### config.mk
export PLATFORM = sky130hd
export DESIGN_NAME = swt_led_ctrl
export DESIGN_NICKNAME = d
export VERILOG_FILES = /design/src/rtl/swt_led_pkg.sv /design/src/rtl/debounce_bit.sv /design/src/rtl/swt_led_ctrl.sv
export SDC_FILE = /design/constraint.sdc
export NUM_CORES = 1
export LEC_CHECK = 0
export ABC_CLOCK_PERIOD_IN_PS = 2410
export CAP_MARGIN = 5
export CORE_UTILIZATION = 56
export CTS_BUF_LIST = sky130_fd_sc_hd__clkbuf_2 sky130_fd_sc_hd__clkbuf_4 sky130_fd_sc_hd__clkbuf_8
export CTS_CLUSTER_DIAMETER = 200
export DETAILED_ROUTE_END_ITERATION = 16
export GPL_TIMING_DRIVEN = 0
export MAX_ROUTING_LAYER = met4
export PLACE_DENSITY_LB_ADDON = 0.25
export SLEW_MARGIN = 20
export SYNTH_ARGS = -nofsm -noshare
export SYNTH_HDL_FRONTEND = slang
export SYNTH_SLANG_ARGS = --single-unit
export TNS_END_PERCENT = 20
### constraint.sdc
create_clock -name clk -period 2.41 [get_ports clk]
set_input_delay 0.3615 -clock clk [delete_from_list [all_inputs] [get_ports clk]]
set_output_delay 0.3615 -clock clk [all_outputs]
set_load 0.005 [all_outputs]
### src/rtl/swt_led_pkg.sv
// Shared definitions for the switch-to-LED controller.
// Holds the 2-bit display mode encodings driven on the mode input.
package swt_led_pkg;

  localparam logic [1:0] MODE_LOGIC = 2'd0;
  localparam logic [1:0] MODE_PASS  = 2'd1;
  localparam logic [1:0] MODE_BLINK = 2'd2;
  localparam logic [1:0] MODE_COUNT = 2'd3;

endpackage

### src/rtl/debounce_bit.sv
// One switch channel: a 2-flop synchroniser followed by a debounce counter.
// Ports:
//   clk, rst : clock, synchronous active-high reset
//   swt      : raw asynchronous switch pin
//   db       : accepted (debounced) value
//   acc      : high in the cycle whose edge will load a new db value
module debounce_bit #(
  parameter int DB_CYCLES = 4
) (
  input  logic clk,
  input  logic rst,
  input  logic swt,
  output logic db,
  output logic acc
);

  localparam int CW = (DB_CYCLES > 1) ? $clog2(DB_CYCLES) : 1;

  logic          s1, s2;
  logic [CW-1:0] cnt;

  // cnt holds how many consecutive earlier edges already saw s2 != db,
  // so the DB_CYCLES-th differing edge is the one that commits.
  assign acc = (s2 != db) && (cnt == CW'(DB_CYCLES - 1));

  always_ff @(posedge clk) begin
    if (rst) begin
      s1  <= 1'b0;
      s2  <= 1'b0;
      cnt <= '0;
      db  <= 1'b0;
    end else begin
      s1 <= swt;
      s2 <= s1;
      if (s2 == db) begin
        cnt <= '0;
      end else if (acc) begin
        db  <= s2;
        cnt <= '0;
      end else begin
        cnt <= cnt + CW'(1);
      end
    end
  end

endmodule

### src/rtl/swt_led_ctrl.sv
// Switch-to-LED controller: debounces every switch and drives the LEDs from
// a register in one of four display modes (LOGIC, PASS, BLINK, COUNT).
// Ports:
//   clk, rst : clock, synchronous active-high reset
//   swt      : raw switch pins (WIDTH)
//   mode     : display mode select, sampled every cycle
//   led      : registered LED drive (WIDTH)
//   swt_db   : debounced switch vector (WIDTH)
//   chg      : one-cycle pulse in the cycle swt_db has just changed
module swt_led_ctrl
  import swt_led_pkg::*;
#(
  parameter int WIDTH     = 8,
  parameter int DB_CYCLES = 4,
  parameter int BLINK_DIV = 8
) (
  input  logic             clk,
  input  logic             rst,
  input  logic [WIDTH-1:0] swt,
  input  logic [1:0]       mode,
  output logic [WIDTH-1:0] led,
  output logic [WIDTH-1:0] swt_db,
  output logic             chg
);

  localparam int DW = (BLINK_DIV > 1) ? $clog2(BLINK_DIV) : 1;

  logic [WIDTH-1:0] acc;
  logic [WIDTH-1:0] evt_cnt;
  logic [WIDTH-1:0] led_nxt;
  logic [DW-1:0]    div;
  logic             blink;
  logic             any_acc;
  logic             l1, l3;

  for (genvar i = 0; i < WIDTH; i++) begin : g_bit
    debounce_bit #(.DB_CYCLES(DB_CYCLES)) u_db (
      .clk (clk),
      .rst (rst),
      .swt (swt[i]),
      .db  (swt_db[i]),
      .acc (acc[i])
    );
  end

  // chg and evt_cnt update on the same edge as swt_db, so a chg cycle
  // already sees the incremented event count.
  assign any_acc = |acc;

  assign l1 = swt_db[1] & ~swt_db[2];
  assign l3 = swt_db[2] & swt_db[3];

  always_comb begin
    led_nxt = swt_db;
    case (mode)
      MODE_LOGIC: begin
        led_nxt[0] = ~swt_db[0];
        led_nxt[1] = l1;
        led_nxt[2] = l1 | l3;
        led_nxt[3] = l3;
      end
      MODE_PASS:  led_nxt = swt_db;
      MODE_BLINK: led_nxt = swt_db & {WIDTH{blink}};
      MODE_COUNT: led_nxt = evt_cnt;
      default:    led_nxt = swt_db;
    endcase
  end

  always_ff @(posedge clk) begin
    if (rst) begin
      chg     <= 1'b0;
      evt_cnt <= '0;
      div     <= '0;
      blink   <= 1'b0;
      led     <= '0;
    end else begin
      chg <= any_acc;
      if (any_acc) evt_cnt <= evt_cnt + WIDTH'(1);
      if (div == DW'(BLINK_DIV - 1)) begin
        div   <= '0;
        blink <= ~blink;
      end else begin
        div <= div + DW'(1);
      end
      led <= led_nxt;
    end
  end

endmodule

==> results list, run 1 <==
- CTS tree: built
- The most used flip-flop cell after synthesis is sky130_fd_sc_hd__dfxtp_1.
- Nature of the critical path startpoint: flip-flop
- Net switching power of the design: 0.427 mW
- Clock-pin slew on the worst setup and hold paths: 70 ps
* Worst flop-to-flop path startpoint: g_bit[5].u_db.db
- The tree is rooted in a sky130_fd_sc_hd__clkbuf_8.
- The count of endpoints failing hold in the final timing report was 0.
- The clock network burns 44.2% of the power.
* Worst-Margin Slew: 555 ps
* Core Box Area: between 0.004 and 0.005 mm²
- Along the worst hold path, the cell count comes to 1.
- Sequential share of power: between 50% and 60%
* Power density of the placed cells: 686 mW/mm²
* Clock buffers created by TritonCTS: 9
* Most frequent standard cell in the layout excluding fill and tap cells: sky130_fd_sc_hd__dfxtp_1
* Placer Congestion: 0.845
- Dividing the detail-routed wire length by the instance count gives 13.0 µm.
* Synth Net Count: 253
- Sink Count: just over 60
- Number of diodes added for antenna fixing: 0
* DRC errors left: 0
* Yosys synthesis warning count: 0
* Sequential area share after synthesis: about half
- The netlist uses 35 different library cells.
- Capture point of the critical path: evt_cnt[3]
* Worst slew margin relative to its limit: 63.0%
- For this design the static power due to leakage is between 1 and 1.5 nW.
* Net Sw Frac: between 20% and 30%
- Entering global routing, the biggest net connects 11 pins.
- Remaining global-route overflow: 0
* Critical Path Start: g_bit[5].u_db.db
- After detailed routing, the total wire length is ~4.2 mm.
- Die outline height: 67.4 µm
- The die is roughly 67 µm wide.
- The internal power of the cells totals about 1.6 mW.
* Final slew viol count: 0
- PortBufs: 27
- Count of endpoints failing setup in the final report: 0
- Count of buffers added by post-CTS timing repair for setup: 0
- For this run, the total global-route usage over all layers was measured as 23.4%.
- The worst setup path is captured at a flip-flop.
- First-pass GRT wire length: 7.37 mm
- For the worst setup path, the data required time is between 2000 and 3000 ps.
- The pre-antenna-repair detailed-routing pass consisted of 6 iterations.
- Setup Crit Path Kind: flip-flop to flip-flop
* Worst Path Max Fanout: 10
- The placed instances occupy a cell area of 0.00273 mm².
* Standard-cell row count: 23
* Register-to-register path setup slack: ~350 ps
- After routing the design area is 0.00293 mm².
- Arrival @ worst endpoint: about 2300 ps
* Boundary pin count: 29
* Detailed placer's ending HPWL: ~3 mm
* Mapped Avg Cell Area: ~10 µm²
* Share of total power in combinational logic: approximately 4.0%
- The synthesized design contains 0 enable-type register cells.
- Area added between synthesis and finish: 22.0%
- Quantity of gates resized following cts: 0
- Based on the critical path, the design can be clocked at up to around 480 MHz.
- At the later pin of the worst-skew pair, clock insertion delay measures approximately 330 ps.
- Cell count after synthesis: 230
* Part of the cycle the worst path needs: 85.7%
* Hold crit path type: flip-flop to flip-flop
- Antenna violations before repair: 0
* Sum of internal, switching and leakage power: around 2.0 mW
- At the end of the flow, the number of nets in the layout was between 200 and 300.
* Maximum level of the CTS H-tree: 3
* Total via count in the routed design: roughly 1700
- Maximum VDD drop: approximately 500 µV
- Detail-routed via count per cell: 5.20
- Setup repair after global routing missed its margin: no
- Mapped cell area: 0.00240 mm²
- Max Cap Viol: 0
- The floorplan step defined a die boundary enclosing around 0.0045 mm².
- Measured in cells, the most critical reg-to-reg path has a length of 6.
- Hold-fix buffers at CTS: 0
* Setup TNS after final layout: 0 ps
* Maximum clock skew at final layout: around 6.3 ps
- The endpoint identified for the worst register-to-register timing path is evt_cnt[3].
* Fraction of synthesis flops using an asynchronous set or reset pin: 0%
- Final critical delay including setup and external delays: a little over 2000 ps
- After synthesis the netlist holds a flip-flop and latch count of 61.
- The top cell types in the final layout, fill and taps aside, are sky130_fd_sc_hd__dfxtp_1 (61), sky130_fd_sc_hd__nor2_1 (27), sky130_fd_sc_hd__clkdlybuf4s50_1 (27).
- Initial DRC Count: between 60 and 70
- Remaining number of nets flagged by the antenna check after routing: 0
* Run status: finished clean
- Bufs on Longest Clock Path: 2
* Share of layout cells above drive strength 1: about an eighth
- The number of global-route vias before repair was around 1600.
- Initial core utilization: 59.1%
flip-flops by register name, indices dropped and copies added, names as in the netlist:
name	flops
g_bit.u_db.cnt	16
evt_cnt	8
g_bit.u_db.db	8
g_bit.u_db.s1	8
g_bit.u_db.s2	8
led	8
div	3
blink	1
chg	1
worst min-delay path by stage:
stage                            to                 start  slack, ps
6_report                     div[0]                div[0]        430
5_1_grt            g_bit[4].u_db.s2      g_bit[4].u_db.s1        440
4_1_cts                      div[0]                div[0]        430
3_5_place_dp   g_bit[2].u_db.cnt[0]  g_bit[2].u_db.cnt[0]        420
3_3_place_gp   g_bit[2].u_db.cnt[0]  g_bit[2].u_db.cnt[0]        410
2_1_floorplan  g_bit[2].u_db.cnt[0]  g_bit[2].u_db.cnt[0]        400
power by group through the flow:
stage                     Sequential, mW  Combinational, mW  Clock [mW]
final                               1.04             0.0811       0.886
after global routing                1.04             0.0926       0.947
after detailed placement            1.06             0.0817           0
after global placement              1.06             0.0794           0
after CTS                           1.04             0.0822       0.894
after floorplan                     1.06             0.0495           0
routing by layer:
layer | share of wire (%) | vias to the layer above | track usage [%]
met5 | 0 | - | -
met4 | 2.3 | 0 | 10.9
met3 | 4.1 | 8 | 7.94
met2 | 44 | 46 | 35.3
met1 | 49 | 765 | 28.1
li1 | - | 861 | -
cells in the mapped netlist, types with 3 or more instances:
cell / instances / area [µm²]
sky130_fd_sc_hd__mux2i_1: 12 / 120
sky130_fd_sc_hd__inv_1: 12 / 45.0
sky130_fd_sc_hd__buf_4: 8 / 60.1
sky130_fd_sc_hd__nor2b_1: 21 / 131
sky130_fd_sc_hd__o21ai_0: 4 / 20.0
sky130_fd_sc_hd__nor3_1: 3 / 15.0
sky130_fd_sc_hd__dfxtp_1: 61 / 1220
sky130_fd_sc_hd__xnor2_1: 9 / 78.8
sky130_fd_sc_hd__nor4_1: 8 / 50.1
sky130_fd_sc_hd__ha_1: 11 / 138
sky130_fd_sc_hd__nor2_1: 27 / 101
sky130_fd_sc_hd__nor4b_1: 8 / 70.1
sky130_fd_sc_hd__o22ai_1: 4 / 25.0
sky130_fd_sc_hd__a22oi_1: 4 / 30.0
sky130_fd_sc_hd__clkbuf_1: 7 / 26.3
sky130_fd_sc_hd__a21oi_1: 4 / 20.0
final cells by class:
type | count | area (µm²)
fill | 293 | 1130
tap | 50 | 62.6
clock inverter | 5 | 50.0
multi-input combinational | 138 | 1010
sequential | 61 | 1220
clock buffer | 11 | 145
buffer | 19 | 116
timing repair buffer | 27 | 270
inverter | 12 | 45.0
critical path: stages (launching register included):
cell	delay [ps]
sky130_fd_sc_hd__dfxtp_1	350
sky130_fd_sc_hd__xnor2_1	290
sky130_fd_sc_hd__o22ai_1	180
sky130_fd_sc_hd__or4_4	560
sky130_fd_sc_hd__buf_6	160
sky130_fd_sc_hd__nand4_1	90
sky130_fd_sc_hd__mux2_2	330
cell families after synthesis:
kind of cell	count (synthesis)	share of synthesized area (%)
simple gates	80	19.1
flops	61	50.9
buf+inv	31	6.73
compound gates	22	6.47
mux	15	6.58
fa+ha+maj	11	5.74
xor+xnor	10	4.44
metrics by stage:
| step | cells | utilization [%] | hold WS (ps) | worst slack [ps] |
|---|---|---|---|---|
| finish | 323 | 72.1 | 425 | 345 |
| global route | 323 | 72.1 | 440 | 240 |
| CTS | 323 | 72.1 | 430 | 328 |
| detailed placement | 307 | 67.3 | 417 | 341 |
| global placement | 307 | 67.3 | 414 | 376 |
| floorplan | 230 | - | 403 | 519 |
(Power assumes the default switching activity.)
==> run 2: changes to the inputs <==
--- a/config.mk
+++ b/config.mk
@@ -6,7 +6,6 @@
 export NUM_CORES = 1
 export LEC_CHECK = 0
 export ABC_CLOCK_PERIOD_IN_PS = 2410
-export CAP_MARGIN = 5
 export CORE_UTILIZATION = 56
 export CTS_BUF_LIST = sky130_fd_sc_hd__clkbuf_2 sky130_fd_sc_hd__clkbuf_4 sky130_fd_sc_hd__clkbuf_8
 export CTS_CLUSTER_DIAMETER = 200
@@ -14,8 +13,6 @@
 export GPL_TIMING_DRIVEN = 0
 export MAX_ROUTING_LAYER = met4
 export PLACE_DENSITY_LB_ADDON = 0.25
-export SLEW_MARGIN = 20
 export SYNTH_ARGS = -nofsm -noshare
 export SYNTH_HDL_FRONTEND = slang
 export SYNTH_SLANG_ARGS = --single-unit
-export TNS_END_PERCENT = 20
==> results of run 2 <==
No change in the layout: final DEF, timing and power equal those of run 1.
